## config.mk

```make
export PLATFORM = sky130hd
export DESIGN_NAME = ring_contactor_sequencer
export DESIGN_NICKNAME = d
export VERILOG_FILES = /design/src/rtl/ring_ct_pkg.sv /design/src/rtl/ring_interlock_check.sv /design/src/rtl/ring_contactor_sequencer.sv
export SDC_FILE = /design/constraint.sdc
export NUM_CORES = 1
export LEC_CHECK = 0
export ABC_CLOCK_PERIOD_IN_PS = 15700
export CORE_ASPECT_RATIO = 0.7
export CORE_MARGIN = 1.5
export CORE_UTILIZATION = 48
export DETAILED_ROUTE_END_ITERATION = 7
export GPL_ROUTABILITY_DRIVEN = 0
export PLACE_DENSITY = 0.66
export SYNTH_ARGS = -nofsm -noshare
export SYNTH_HDL_FRONTEND = slang
export SYNTH_SLANG_ARGS = --single-unit
```

## constraint.sdc

```tcl
create_clock -name i_clk -period 15.7 [get_ports i_clk]
set_input_delay 1.57 -clock i_clk [delete_from_list [all_inputs] [get_ports i_clk]]
set_output_delay 1.57 -clock i_clk [all_outputs]
set_load 0.03 [all_outputs]
```

## src/rtl/ring_ct_pkg.sv

```systemverilog
`default_nettype none
// ============================================================================
// Module : ring_ct_pkg
// Brief  : Shared sizes, FSM state encoding, forbidden ring-loop masks and
//          the round-robin picker for the ring contactor sequencer.
// Rev    : 1.0  initial release
// ============================================================================
package ring_ct_pkg;

  localparam int N_CT      = 8;
  localparam int c_IDX_W   = $clog2(N_CT);
  localparam int c_N_MASKS = 7;

  typedef enum logic [2:0] {
    ST_IDLE       = 3'd0,
    ST_ARB        = 3'd1,
    ST_CLOSE_WAIT = 3'd2,
    ST_OPEN_WAIT  = 3'd3,
    ST_SETTLE     = 3'd4,
    ST_FAULT      = 3'd5
  } state_t;

  // Each mask is a set of contactors that together close a loop of the ring;
  // all members of any one mask must never be closed at the same time.
  // Entry 0 is the rightmost element.
  localparam logic [c_N_MASKS-1:0][N_CT-1:0] RING_FORBIDDEN_MASKS =
    {8'h87, 8'hAD, 8'h6A, 8'hB0, 8'h1B, 8'hC1, 8'h07};

  // First set bit of req found scanning upward from ptr, wrapping around.
  function automatic logic [c_IDX_W-1:0] rr_pick(input logic [N_CT-1:0]    req,
                                                 input logic [c_IDX_W-1:0] ptr);
    logic [c_IDX_W-1:0] pick;
    logic [c_IDX_W-1:0] idx;
    logic               found;
    pick  = '0;
    found = 1'b0;
    for (int i = 0; i < N_CT; i++) begin
      idx = c_IDX_W'((int'(ptr) + i) % N_CT);
      if (!found && req[idx]) begin
        pick  = idx;
        found = 1'b1;
      end
    end
    return pick;
  endfunction

endpackage
`default_nettype wire

```

## src/rtl/ring_interlock_check.sv

```systemverilog
`default_nettype none
// ============================================================================
// Module : ring_interlock_check
// Brief  : Combinational interlock. Closing candidate i_idx is refused when,
//          together with the confirmed-closed set, it would complete any
//          forbidden ring loop that contains the candidate.
// Rev    : 1.0  initial release
// ============================================================================
module ring_interlock_check
  import ring_ct_pkg::*;
(
  input  logic [N_CT-1:0]    i_closed,
  input  logic [c_IDX_W-1:0] i_idx,
  output logic               o_allow
);

  logic [N_CT-1:0]      w_trial;
  logic [c_N_MASKS-1:0] w_hit;

  assign w_trial = i_closed | (N_CT'(1) << i_idx);

  generate
    for (genvar g = 0; g < c_N_MASKS; g++) begin : g_mask
      localparam logic [N_CT-1:0] c_MASK = RING_FORBIDDEN_MASKS[g];
      assign w_hit[g] = c_MASK[i_idx] && ((w_trial & c_MASK) == c_MASK);
    end
  endgenerate

  assign o_allow = ~|w_hit;

endmodule
`default_nettype wire

```

## src/rtl/ring_contactor_sequencer.sv

```systemverilog
`default_nettype none
// ============================================================================
// Module : ring_contactor_sequencer
// Brief  : One-at-a-time close/open sequencer for the ring contactors with
//          round-robin arbitration, loop interlock, feedback confirmation,
//          timeout/supervision faults and emergency trip.
// Rev    : 1.0  initial release
// ============================================================================
module ring_contactor_sequencer
  import ring_ct_pkg::*;
#(
  parameter int TIMEOUT_CYC = 1000,
  parameter int SETTLE_CYC  = 16
) (
  input  logic               i_clk,
  input  logic               i_rst_n,
  input  logic [N_CT-1:0]    i_close_req,
  input  logic [N_CT-1:0]    i_open_req,
  input  logic [N_CT-1:0]    i_fb,
  input  logic               i_trip,
  input  logic               i_fault_clr,
  output logic [N_CT-1:0]    o_cmd,
  output logic               o_busy,
  output logic [N_CT-1:0]    o_deny,
  output logic               o_done,
  output logic               o_fault,
  output logic [c_IDX_W-1:0] o_fault_idx
);

  localparam int                 c_TMR_W    = $clog2(TIMEOUT_CYC + 1);
  localparam int                 c_STL_W    = $clog2(SETTLE_CYC + 1);
  localparam logic [c_TMR_W-1:0] c_TMR_MAX  = c_TMR_W'(TIMEOUT_CYC);
  localparam logic [c_STL_W-1:0] c_STL_LAST = c_STL_W'(SETTLE_CYC - 1);

  state_t               r_state, w_state_nxt;
  logic [N_CT-1:0]      r_cmd, r_deny;
  logic                 r_done, r_all;
  logic [c_IDX_W-1:0]   r_idx, r_rr, r_fault_idx;
  logic [c_TMR_W-1:0]   r_timer;
  logic [c_STL_W-1:0]   r_stl_cnt;

  logic [N_CT-1:0]      w_pend_open, w_pend_close, w_sup_trip;
  logic [c_IDX_W-1:0]   w_win, w_rr_nxt, w_sup_idx, w_low_fb, w_fault_idx_nxt;
  logic [c_TMR_W-1:0]   w_timer_inc;
  logic                 w_allow, w_match, w_timeout;
  logic                 w_trip_go, w_open_go, w_close_go, w_deny_go, w_done_go, w_fault_go;

  // An open is pending only on a commanded-closed contactor; open beats close.
  assign w_pend_open  = i_open_req & r_cmd;
  assign w_pend_close = i_close_req & ~i_open_req & ~r_cmd;
  assign w_win        = (|w_pend_open) ? rr_pick(w_pend_open, r_rr) : rr_pick(w_pend_close, r_rr);
  assign w_rr_nxt     = (w_win == c_IDX_W'(N_CT - 1)) ? '0 : w_win + 1'b1;

  ring_interlock_check u_interlock (
    .i_closed (r_cmd & i_fb),
    .i_idx    (w_win),
    .o_allow  (w_allow)
  );

  // After a trip the whole ring must read open; otherwise only the active contactor.
  assign w_match     = r_all ? (i_fb == '0) : (i_fb[r_idx] == r_cmd[r_idx]);
  assign w_timer_inc = (r_timer == c_TMR_MAX) ? r_timer : r_timer + 1'b1;
  assign w_timeout   = (w_timer_inc >= c_TMR_MAX);

  // Idle supervision: count consecutive feedback/command disagreement per contactor.
  generate
    for (genvar k = 0; k < N_CT; k++) begin : g_sup
      logic [c_STL_W-1:0] r_cnt;
      assign w_sup_trip[k] = (i_fb[k] != r_cmd[k]) && (r_cnt == c_STL_LAST);
      // Counter runs only while idle and mismatched; any other condition clears it.
      always_ff @(posedge i_clk or negedge i_rst_n) begin
        if (!i_rst_n)                                      r_cnt <= '0;
        else if (r_state == ST_IDLE && i_fb[k] != r_cmd[k]) r_cnt <= (r_cnt == c_STL_LAST) ? r_cnt : r_cnt + 1'b1;
        else                                               r_cnt <= '0;
      end
    end
  endgenerate

  // Lowest-index selection for supervision faults and trip-timeout faults.
  always_comb begin
    w_sup_idx = '0;
    w_low_fb  = '0;
    for (int k = N_CT - 1; k >= 0; k--) begin
      if (w_sup_trip[k]) w_sup_idx = c_IDX_W'(k);
      if (i_fb[k])       w_low_fb  = c_IDX_W'(k);
    end
  end

  // State register.
  always_ff @(posedge i_clk or negedge i_rst_n) begin
    if (!i_rst_n) r_state <= ST_IDLE;
    else          r_state <= w_state_nxt;
  end

  // Next-state logic and the one-cycle action strobes for the datapath.
  always_comb begin
    w_state_nxt     = r_state;
    w_trip_go       = 1'b0;
    w_open_go       = 1'b0;
    w_close_go      = 1'b0;
    w_deny_go       = 1'b0;
    w_done_go       = 1'b0;
    w_fault_go      = 1'b0;
    w_fault_idx_nxt = r_idx;
    if (i_trip) begin
      w_trip_go   = 1'b1;
      w_state_nxt = ST_OPEN_WAIT;
    end else begin
      case (r_state)
        ST_IDLE: begin
          if (|w_sup_trip) begin
            w_fault_go      = 1'b1;
            w_fault_idx_nxt = w_sup_idx;
            w_state_nxt     = ST_FAULT;
          end else if (|(w_pend_open | w_pend_close)) begin
            w_state_nxt = ST_ARB;
          end
        end
        ST_ARB: begin
          w_state_nxt = ST_IDLE;
          if (|w_pend_open) begin
            w_open_go   = 1'b1;
            w_state_nxt = ST_OPEN_WAIT;
          end else if (|w_pend_close) begin
            if (w_allow) begin
              w_close_go  = 1'b1;
              w_state_nxt = ST_CLOSE_WAIT;
            end else begin
              w_deny_go = 1'b1;
            end
          end
        end
        ST_CLOSE_WAIT, ST_OPEN_WAIT: begin
          if (w_match) begin
            w_state_nxt = ST_SETTLE;
          end else if (w_timeout) begin
            w_fault_go      = 1'b1;
            w_fault_idx_nxt = r_all ? w_low_fb : r_idx;
            w_state_nxt     = ST_FAULT;
          end
        end
        ST_SETTLE: begin
          if (!w_match) begin
            w_state_nxt = (!r_all && r_cmd[r_idx]) ? ST_CLOSE_WAIT : ST_OPEN_WAIT;
          end else if (r_stl_cnt == c_STL_LAST) begin
            w_done_go   = 1'b1;
            w_state_nxt = ST_IDLE;
          end
        end
        ST_FAULT: begin
          if (i_fault_clr) w_state_nxt = ST_IDLE;
        end
        default: w_state_nxt = ST_IDLE;
      endcase
    end
  end

  // Datapath: coil commands, rr pointer, timers and registered pulses.
  always_ff @(posedge i_clk or negedge i_rst_n) begin
    if (!i_rst_n) begin
      r_cmd       <= '0;
      r_deny      <= '0;
      r_done      <= 1'b0;
      r_all       <= 1'b0;
      r_idx       <= '0;
      r_rr        <= '0;
      r_fault_idx <= '0;
      r_timer     <= '0;
      r_stl_cnt   <= '0;
    end else begin
      r_deny    <= '0;
      r_done    <= w_done_go;
      r_stl_cnt <= (r_state == ST_SETTLE && w_match && !w_done_go) ? r_stl_cnt + 1'b1 : '0;
      if (w_trip_go) begin
        r_cmd   <= '0;
        r_all   <= 1'b1;
        r_timer <= '0;
      end else begin
        if (w_open_go || w_close_go) begin
          r_cmd[w_win] <= w_close_go;
          r_idx        <= w_win;
          r_all        <= 1'b0;
          r_timer      <= '0;
        end
        if (w_open_go || w_close_go || w_deny_go) r_rr <= w_rr_nxt;
        if (w_deny_go) r_deny <= N_CT'(1) << w_win;
        if ((r_state == ST_CLOSE_WAIT || r_state == ST_OPEN_WAIT) && !w_match) r_timer <= w_timer_inc;
        if (r_state == ST_FAULT) r_cmd[r_fault_idx] <= 1'b0;
        if (w_fault_go) begin
          r_fault_idx            <= w_fault_idx_nxt;
          r_cmd[w_fault_idx_nxt] <= 1'b0;
        end
      end
    end
  end

  // Status outputs decoded from state; everything else straight from registers.
  always_comb begin
    o_busy  = (r_state != ST_IDLE);
    o_fault = (r_state == ST_FAULT);
  end

  assign o_cmd       = r_cmd;
  assign o_deny      = r_deny;
  assign o_done      = r_done;
  assign o_fault_idx = r_fault_idx;

endmodule
`default_nettype wire

```

==> flow_metrics.py, run 1 <==
metrics = {
    "route": {
        "routedWlPerCell_um": 20.0,
        "totalWireLength_mm": 20.8,
        "drt.antenna.violating_nets": 0,
        "vias": 6823,
        "dr.pass1.iters": 7,
        "drt_iter0_drc": 697,
        "via_per_inst": 6.57,
        "remaining_drc_errors": 0,
    },
    "die": {
        "die_h_um": 107,
        "rows": 37,
        "initial_core_util_pct": 49.5,
        "die_w_um": 151,
        "dieArea_um2": 16100,
        "io_pins": 50,
        "core_um2": 14900,
    },
    "placed_design": {
        "dpl_cell_area_um2": 7970,
        "dp.cells": 1023,
        "port_buffers": 49,
        "pre_cts_ws_ps": 8360,
        "dp_hpwl_mm": 15.3,
    },
    "pwr": {
        "clkPwrFrac_pct": 20.3,
        "vdd_drop_max_uv": 75.3,
        "p_int_mw": 0.687,
        "swShare_pct": 46.5,
        "p_per_area_nw_per_um2": 154,
        "pwr-share-comb_pct": 59.1,
        "seq_power_share_pct": 20.6,
        "p_sw_mw": 0.598,
        "power_leakage_nw": 3.52,
    },
    "sta": {
        "max_freq_ghz": 0.133,
        "tns_ps": 0,
        "tightest_slew_ps": 987,
        "rsz0062_at_grt": "no",
        "skew_ps": 3.94,
        "worst_slack_ps": 8190,
        "finalSetupViolCount": 0,
        "hold_viol": 0,
        "period_share_pct": 47.8,
        "slew_headroom_pct": 33.6,
        "finalMaxSlewViolations": 0,
        "min_period_ps": 7510,
    },
    "cells_and_area": {
        "area_growth_pct": 13.1,
        "fin_area_um2": 8330,
        "antennaDiodeCount": 0,
        "final_cells": 1039,
        "nets": 900,
        "final_common_cell": "nor2_1",
        "drive_gt1_share_pct": 11.1,
        "final_core_util_pct": 56.0,
        "layout_common_cells": "nor2_1 (100), dfrtp_1 (84), nand2_1 (58)",
    },
    "synthesis": {
        "yosys_warnings": 0,
        "synth_cell_types": 83,
        "ys.flop_type": "dfrtp_1",
        "synthesis.nets": 876,
        "synthMuxAreaShare_pct": 15.8,
        "synth_xor_area_share_pct": 4.42,
        "netlist_area_um2": 7360,
        "synthCells": 815,
        "synth_seq_cells": 85,
        "synth_edf_count": 0,
        "synth_simple_gate_area_share_pct": 23.2,
        "synth_top_family_by_area": "simple AND/OR/NAND/NOR gates",
        "ys_seq_area_share_pct": 28.9,
        "syn_avg_cell_area_um2": 9.03,
        "synth-compound-area-share_pct": 18.0,
        "synth_fa_ha_area_share_pct": 5.61,
        "synth-async-reset-ratio_pct": 100,
    },
    "worst_setup_path": {
        "crit_required_ps": 15980,
        "regToRegSetupSlack_ps": 8190,
        "critical-path-top-delay-family": "compound AO/OA/AOI/OAI gates",
        "worstPathCellList": "buf_4 -> inv_1 -> ha_1 -> inv_2 -> mux2_2 -> mux4_2 -> o32ai_1 -> and4b_1 -> o31a_1 -> o21a_1 -> and2_1 -> ha_1 -> o22ai_1 -> o32ai_1 -> a21oi_1 -> o211ai_2 -> o21ai_2 -> a211oi_4 -> a22o_1",
        "endpoint": "r_timer[9]$_DFFE_PN0P_",
        "path_max_fanout": 50,
        "arrival_ps": 7790,
        "endpoint_kind": "flop",
        "worstSetupPathDepth": 19,
        "cp_slowest_cell": "ha_1",
        "r2r_end": "r_timer[9]$_DFFE_PN0P_",
        "r2r_start": "r_rr[0]$_DFFE_PN0P_",
        "cp_num_buf_inv": 3,
        "criticalPathCategory": "reg -> reg",
        "crit_path_start_kind": "flop",
        "crit_path_start": "r_rr[0]$_DFFE_PN0P_",
        "rr_worst_depth": 19,
        "cpPeakStageDelay_ps": 1000,
    },
    "status": {
        "status": "finished, final reports clean",
    },
    "grt": {
        "antenna_found_initial": 0,
        "grt_max_degree": 64,
        "grt_overflow_total": 0,
        "first_global_vias": 6529,
        "grt_pass1_wl_mm": 33.8,
        "globalRouteTotalUtil_pct": 26.8,
    },
    "cts": {
        "cts.repair.resized": 0,
        "clk_pin_slew_worst_paths_ps": 60,
        "clkLatencyLatePin_ps": 340,
        "htreeDepth": 3,
        "cts_buffers": 9,
        "cts-root-buf": "clkbuf_16",
        "clock-sinks": 85,
        "cts_setup_buffers": 0,
        "hold_buffers": 0,
        "cts_buffer_depth": 2,
        "cts_tree": "built",
    },
    "min_path": {
        "hold_class": "reg -> reg",
    },
    "flow_run": {
        "drv_cap": 0,
    },
}
## layout make-up
type	count	area, um2
fillers	1315	6530
multi-input cells	656	4940
flip-flops and latches	85	2130
repair buffers	56	541
well taps	195	244
clock buffers	10	229
clock inverters	6	134
inverters	31	116
## worst min-delay path by stage
stage | cells after the start | to | start | slack [ps]
after floorplan | 1 | r_stl_cnt[0]$_DFF_PN0_ | r_stl_cnt[0]$_DFF_PN0_ | 430
after global placement | 1 | r_stl_cnt[0]$_DFF_PN0_ | r_stl_cnt[0]$_DFF_PN0_ | 450
after detailed placement | 1 | r_stl_cnt[0]$_DFF_PN0_ | r_stl_cnt[0]$_DFF_PN0_ | 460
after CTS | 1 | r_stl_cnt[0]$_DFF_PN0_ | r_stl_cnt[0]$_DFF_PN0_ | 460
after global routing | 1 | r_stl_cnt[0]$_DFF_PN0_ | r_stl_cnt[0]$_DFF_PN0_ | 480
final | 1 | r_stl_cnt[0]$_DFF_PN0_ | r_stl_cnt[0]$_DFF_PN0_ | 460
## worst reg2reg max path: cells and delay by family, from the launching register on
kind            cells  cell delay (ps)
mux                 2              840
compound gates     10             2810
flops               1              340
fa+ha+maj           2             1240
simple gates        2              740
buf+inv             3             1470
## stage by stage
| stage | power [mW] | hold WS [ps] |
|---|---|---|
| 2_1_floorplan | 0.827 | 431 |
| 3_3_place_gp | 0.981 | 449 |
| 3_5_place_dp | 1.00 | 456 |
| 4_1_cts | 1.26 | 464 |
| 5_1_grt | 1.36 | 480 |
| 6_report | 1.28 | 458 |
## sequential cells by signal (all words and copies together) (netlist names)
name	cells
r_idx	3
o_cmd	8
g_sup.r_cnt	40
o_done	1
r_state	3
r_all	1
r_stl_cnt	5
o_deny	8
r_rr	3
o_fault_idx	3
r_timer	10
## logic make-up (layout without fill, tap and decap cells)
kind of cell               Yosys count  in the layout
DFF                                 85             85
buffers and inverters               74            103
xor gates and xnor gates            35             35
and+or+nand+nor                    328            328
adders and majority gates           33             33
muxes                               75             75
AOI/OAI and AO/OA                  185            185
## Yosys cell counts (4+ instances only)
library cell	n	area (um2)
xor2_1	22	193
nand4_1	6	37.5
mux4_2	32	721
a211o_1	9	78.8
buf_2	12	60.1
and3_1	24	150
nor2_1	100	375
o32ai_1	4	35.0
nor2b_1	14	87.6
nor4_1	8	50.1
mux2_2	12	135
a21o_1	4	30.0
mux2i_1	31	310
a31oi_1	5	31.3
a22o_1	5	43.8
o221ai_1	5	43.8
o21a_1	6	45.0
clkbuf_1	27	101
or3b_2	4	35.0
nand3b_1	4	30.0
nor3b_2	4	50.1
nor4b_1	4	35.0
dfrtp_1	85	2130
o311ai_0	4	35.0
a211oi_1	5	37.5
nor3b_1	5	37.5
xnor2_1	12	105
and2_1	10	62.6
o21ai_0	33	165
o211ai_1	5	37.5
o22ai_1	6	37.5
a21oi_1	38	190
o211a_1	5	50.1
inv_1	28	105
nand2_1	58	218
o21ai_1	5	25.0
nor3_1	21	105
nand2b_1	5	31.3
or3_1	9	56.3
ha_1	33	413
nand3_1	29	145
nand4b_1	9	78.8
a21boi_0	5	37.5
## routing by layer
layer  up-vias  wire length, um  track usage (%)
li1       3111                -                -
met1      3237             9320             39.7
met2       429             8610             38.7
met3        46             2460             6.85
met4         0              385             7.07
met5         -                0                0
## power by group through the flow
stage / clock network (mW) / logic (mW) / registers (mW)
3_5_place_dp: 0 / 0.732 / 0.268
2_1_floorplan: 0 / 0.570 / 0.257
5_1_grt: 0.275 / 0.819 / 0.267
6_report: 0.260 / 0.760 / 0.265
4_1_cts: 0.264 / 0.735 / 0.264
3_3_place_gp: 0 / 0.715 / 0.267
Note: power is estimated with default switching activity, not from simulation.
==> run 2, diff against run 1 <==
Settings changed: ABC_CLOCK_PERIOD_IN_PS 15700 to 7700.
Clock period 15.7 ns to 7.7 ns, I/O delays scaled along.
==> run 2 against run 1 <==
Compared with the run above: cell area down 0.32%; critical path depth is the same; flip-flop and latch count stayed put; sequential share of layout area grew 0.081 points; clock power is 79% higher; utilization is 0.18 points lower; cell count is 0.19% higher.
==> flow_metrics.py, run 2 (synthesis results as in run 1) <==
metrics = {
    "route": {
        "vias": 6836,
        "drt_iter0_drc": 705,
        "routedWlPerCell_um": 19.7,
        "totalWireLength_mm": 20.6,
        "dr.pass1.iters": 6,
        "remaining_drc_errors": 0,
        "drt.antenna.violating_nets": 0,
        "via_per_inst": 6.57,
    },
    "placed_design": {
        "dp.cells": 1026,
        "port_buffers": 49,
        "dp_hpwl_mm": 15.4,
        "pre_cts_ws_ps": 1810,
    },
    "grt": {
        "gr-usage-met3_pct": 9.02,
        "grt_pass1_wl_mm": 33.1,
        "grt_most_used_layer": "met1",
        "grt_max_degree": 64,
        "grt_overflow_total": 0,
        "globalRouteTotalUtil_pct": 26.3,
        "grt_util_met2_pct": 36.3,
        "grt.met1_usage_pct": 39.4,
        "first_global_vias": 6304,
        "antenna_found_initial": 0,
    },
    "cells_and_area": {
        "top_register": "g_sup.r_cnt",
        "area_growth_pct": 12.7,
        "reg_top3": "g_sup.r_cnt: 40 flops, r_timer: 10 flops",
        "final_cells": 1041,
        "multiInputGateArea_um2": 4940,
        "seqCellArea_um2": 2130,
        "final_common_cell": "nor2_1",
        "fill_cells": 1298,
        "antennaDiodeCount": 0,
        "layout_common_cells": "nor2_1 (100), dfrtp_1 (84), nand2_1 (58)",
        "largest_reg_flops": 40,
        "drive_gt1_share_pct": 11.5,
        "nets": 903,
    },
    "sta": {
        "tightest_slew_ps": 1120,
        "rsz0062_at_grt": "no",
        "finalMaxSlewViolations": 0,
        "max_freq_ghz": 0.166,
        "worst_slack_ps": 1680,
        "hold_viol": 0,
        "slew_headroom_pct": 24.9,
        "tns_ps": 0,
        "min_period_ps": 6020,
        "fin_hold_ws_ps": 310,
        "skew_ps": 4.77,
        "period_share_pct": 78.2,
        "finalSetupViolCount": 0,
    },
    "die": {
        "core_um2": 14900,
        "io_pins": 50,
        "initial_core_util_pct": 49.5,
        "rows": 37,
        "die_w_um": 151,
        "dieArea_um2": 16100,
        "die_h_um": 107,
    },
    "cts": {
        "htreeDepth": 3,
        "cts.repair.resized": 0,
        "cts_buffer_depth": 2,
        "cts_setup_buffers": 0,
        "clock-sinks": 85,
        "cts_tree": "built",
        "cts_buffers": 9,
        "cts-root-buf": "clkbuf_16",
        "clkLatencyLatePin_ps": 340,
        "clk_pin_slew_worst_paths_ps": 60,
        "hold_buffers": 0,
    },
    "worst_setup_path": {
        "arrival_ps": 6300,
        "cp_num_buf_inv": 3,
        "r2r_end": "r_timer[9]$_DFFE_PN0P_",
        "worstPathCellList": "buf_4 -> inv_2 -> ha_1 -> inv_2 -> mux2_2 -> mux4_2 -> o32ai_1 -> nand3b_1 -> o221a_2 -> o211ai_1 -> and2_1 -> ha_1 -> o22ai_1 -> o32ai_1 -> a21oi_1 -> o211ai_2 -> o21ai_2 -> a211oi_4 -> a22o_1",
        "rr_worst_depth": 19,
        "critical-path-top-delay-family": "compound AO/OA/AOI/OAI gates",
        "cp_slowest_cell": "o32ai_1",
        "r2r_start": "r_rr[1]$_DFFE_PN0P_",
        "endpoint_kind": "flop",
        "cpPeakStageDelay_ps": 560,
        "worstSetupPathDepth": 19,
        "criticalPathCategory": "reg -> reg",
        "crit_required_ps": 7980,
        "crit_path_start_kind": "flop",
        "crit_path_start": "r_rr[1]$_DFFE_PN0P_",
        "path_max_fanout": 25,
        "endpoint": "r_timer[9]$_DFFE_PN0P_",
        "regToRegSetupSlack_ps": 1680,
    },
    "min_path": {
        "hold_class": "in -> async",
    },
    "pwr": {
        "vdd_drop_max_uv": 156,
        "power.total_mw": 2.56,
        "power_leakage_nw": 3.50,
        "p_per_area_nw_per_um2": 308,
    },
    "status": {
        "status": "finished, final reports clean",
    },
    "flow_run": {
        "drv_cap": 0,
    },
}
## run 2: where the power goes
group,switching (mW),leakage [nW],internal [mW],total (mW)
logic,0.959,2.20,0.586,1.55
clock network,0.183,0.147,0.282,0.465
registers,0.0714,1.16,0.479,0.551
## run 2: cell type report
class                   instances  share of cell area (%)
well taps                     195                    2.94
clock buffers                   9                    2.71
repair buffers                 59                    6.78
inverters                      31                    1.40
clock inverters                 6                    1.07
flip-flops and latches         85                    25.6
multi-input cells             656                    59.5
## run 2: layer usage
layer	up-vias	wire (um)
met3	32	2450
met2	371	8490
met5	-	0
met1	3320	9300
li1	3113	-
met4	0	312
## run 2: worst min path at each step
stage | from | end | slack (ps) | cells after the start
detailed placement | r_stl_cnt[0]$_DFF_PN0_ | r_stl_cnt[0]$_DFF_PN0_ | 450 | 1
finish | i_rst_n | o_cmd[1]$_DFF_PN0_ | 310 | 1
global placement | r_stl_cnt[0]$_DFF_PN0_ | r_stl_cnt[0]$_DFF_PN0_ | 450 | 1
floorplan | r_stl_cnt[0]$_DFF_PN0_ | r_stl_cnt[0]$_DFF_PN0_ | 430 | 1
global route | i_rst_n | o_cmd[1]$_DFF_PN0_ | 320 | 1
CTS | i_rst_n | o_cmd[5]$_DFF_PN0_ | 320 | 1
## run 2: metrics by stage
step           area, um2  utilization, %
6_report            8300            55.9
5_1_grt             8300            55.9
2_1_floorplan       7360               -
3_5_place_dp        7990            53.8
4_1_cts             8300            55.9
3_3_place_gp        7990            53.8
==> run 3, diff against run 2 <==
Settings changed: ABC_CLOCK_PERIOD_IN_PS 7700 to 5900.
Clock period 7.7 ns to 5.9 ns, I/O delays scaled along.
==> run 3 against run 2 <==
Compared with the run above: routed wire length is 1.8% higher; sequential power rose by 35%; power grew 34%; worst setup slack got worse by 1200 ps; clock power increased by 28%; first-iteration DRC count grew 1.1%; clock-buffer cell count stayed put; cell count is 0.77% higher; maximum frequency rose by 10%.
==> flow_metrics.py, run 3 (synthesis results as in run 1) <==
metrics = {
    "status": {
        "status": "finished, final reports clean",
    },
    "sta": {
        "worst_slack_ps": 444,
        "hold_viol": 0,
        "max_freq_ghz": 0.183,
        "tightest_slew_ps": 1180,
        "rsz0062_at_grt": "no",
        "finalSetupViolCount": 0,
        "tns_ps": 0,
        "slew_headroom_pct": 20.7,
        "min_period_ps": 5460,
        "period_share_pct": 92.5,
        "skew_ps": 9.23,
        "finalMaxSlewViolations": 0,
    },
    "min_path": {
        "hold_class": "in -> async",
    },
    "cells_and_area": {
        "largest_reg_flops": 40,
        "top_register": "g_sup.r_cnt",
        "drive_gt1_share_pct": 12.3,
        "reg_top3": "g_sup.r_cnt: 40 flops, r_timer: 10 flops",
        "layout_common_cells": "nor2_1 (100), dfrtp_1 (84), nand2_1 (58)",
        "area_growth_pct": 13.4,
        "antennaDiodeCount": 0,
        "final_common_cell": "nor2_1",
        "nets": 910,
        "fill_cells": 1295,
    },
    "grt": {
        "antenna_found_initial": 0,
        "grt_pass1_wl_mm": 33.8,
        "grt_overflow_total": 0,
        "globalRouteTotalUtil_pct": 27.0,
        "grt_max_degree": 60,
        "first_global_vias": 6417,
    },
    "cts": {
        "cts.repair.resized": 0,
        "htreeDepth": 3,
        "cts_setup_buffers": 0,
        "cts_buffers": 9,
        "clk_pin_slew_worst_paths_ps": 70,
        "clock-sinks": 85,
        "cts_buffer_depth": 2,
        "hold_buffers": 0,
        "cts_tree": "built",
        "cts-root-buf": "clkbuf_16",
        "clkLatencyLatePin_ps": 350,
    },
    "route": {
        "drt.antenna.violating_nets": 0,
        "routedWlPerCell_um": 19.9,
        "drt_iter0_drc": 713,
        "vias": 6834,
        "dr.pass1.iters": 5,
        "remaining_drc_errors": 0,
        "totalWireLength_mm": 20.9,
        "via_per_inst": 6.51,
    },
    "die": {
        "rows": 37,
        "die_h_um": 107,
        "dieArea_um2": 16100,
        "die_w_um": 151,
        "io_pins": 50,
        "initial_core_util_pct": 49.5,
        "core_um2": 14900,
    },
    "worst_setup_path": {
        "cpPeakStageDelay_ps": 600,
        "cp_num_buf_inv": 1,
        "criticalPathCategory": "reg -> reg",
        "crit_path_start_kind": "flop",
        "arrival_ps": 5750,
        "critical-path-top-delay-family": "compound AO/OA/AOI/OAI gates",
        "endpoint_kind": "flop",
        "crit_required_ps": 6190,
        "worstPathCellList": "ha_1 -> xor2_4 -> mux4_2 -> a221o_1 -> or4_4 -> a211o_1 -> a221oi_2 -> a311o_2 -> inv_2 -> or3_4 -> o2bb2ai_2 -> a21oi_1 -> o211ai_2 -> o21ai_2 -> a211oi_4 -> a22o_1",
        "path_max_fanout": 12,
        "cp_slowest_cell": "dfrtp_1",
    },
    "pwr": {
        "p_sw_mw": 1.66,
        "vdd_drop_max_uv": 207,
        "p_int_mw": 1.78,
        "seq_power_share_pct": 21.6,
        "p_per_area_nw_per_um2": 412,
        "swShare_pct": 48.3,
        "clkPwrFrac_pct": 17.3,
        "pwr-share-comb_pct": 61.1,
        "power_leakage_nw": 3.54,
    },
    "flow_run": {
        "drv_cap": 0,
    },
    "placed_design": {
        "pre_cts_ws_ps": 366,
        "port_buffers": 49,
        "dp_hpwl_mm": 15.7,
    },
}
==> run 3: changes by cell type in the layout (fill, tap and decap cells not counted) <==
cell	previous run	this run
clkinvlp_4	2	1
buf_4	11	18
inv_6	0	4
bufinv_16	2	1
clkinv_2	1	0
==> run 3: worst paths after layout <==
check / startpoint / endpoint / slack, ps / cells after the start
worst max-delay path: r_rr[1]$_DFFE_PN0P_ / r_timer[9]$_DFFE_PN0P_ / 440 / 16
worst min-delay path: i_rst_n / r_timer[1]$_DFFE_PN0P_ / 140 / 1
worst max register to register: r_rr[1]$_DFFE_PN0P_ / r_timer[9]$_DFFE_PN0P_ / 440 / 16
worst min register to register: r_stl_cnt[0]$_DFF_PN0_ / r_stl_cnt[0]$_DFF_PN0_ / 460 / 1
max in group asynchronous: i_rst_n / r_rr[0]$_DFFE_PN0P_ / 4650 / 2
min in group i_clk: r_stl_cnt[0]$_DFF_PN0_ / r_stl_cnt[0]$_DFF_PN0_ / 460 / 1
==> run 3: stage by stage <==
stage / cells / total power, mW / instance area, um2 / hold slack, ps / utilization [%]
floorplan: 815 / 2.20 / 7360 / 294 / -
global placement: 1033 / 2.73 / 8040 / 444 / 54.1
detailed placement: 1033 / 2.77 / 8040 / 456 / 54.1
CTS: 1049 / 3.37 / 8350 / 148 / 56.2
global route: 1049 / 3.64 / 8350 / 166 / 56.2
finish: 1049 / 3.44 / 8350 / 137 / 56.2
==> run 3: metal layers <==
layer  vias up  share of wire, %  GRT usage [%]
met5         -                 0              0
met4         0               1.9           7.42
met3        39                11           8.34
met2       355                42           37.2
met1      3306                46           40.4
li1       3134                 -              -
==> run 3: area by class of cell <==
cell class / instances / area [um2] / share of cell area, %
flip-flops and latches: 85 / 2130 / 25.5
repair buffers: 66 / 616 / 7.38
well taps: 195 / 244 / 2.92
clock inverters: 7 / 81.3 / 0.974
inverters: 31 / 116 / 1.39
multi-input cells: 656 / 4940 / 59.1
clock buffers: 9 / 225 / 2.70
==> run 3: power groups by stage <==
stage / logic (mW) / registers, mW / clock network [mW]
after floorplan: 1.52 / 0.685 / 0
after CTS: 2.03 / 0.740 / 0.605
after global placement: 1.98 / 0.746 / 0
after detailed placement: 2.02 / 0.750 / 0
after global routing: 2.26 / 0.751 / 0.634
final: 2.10 / 0.742 / 0.595
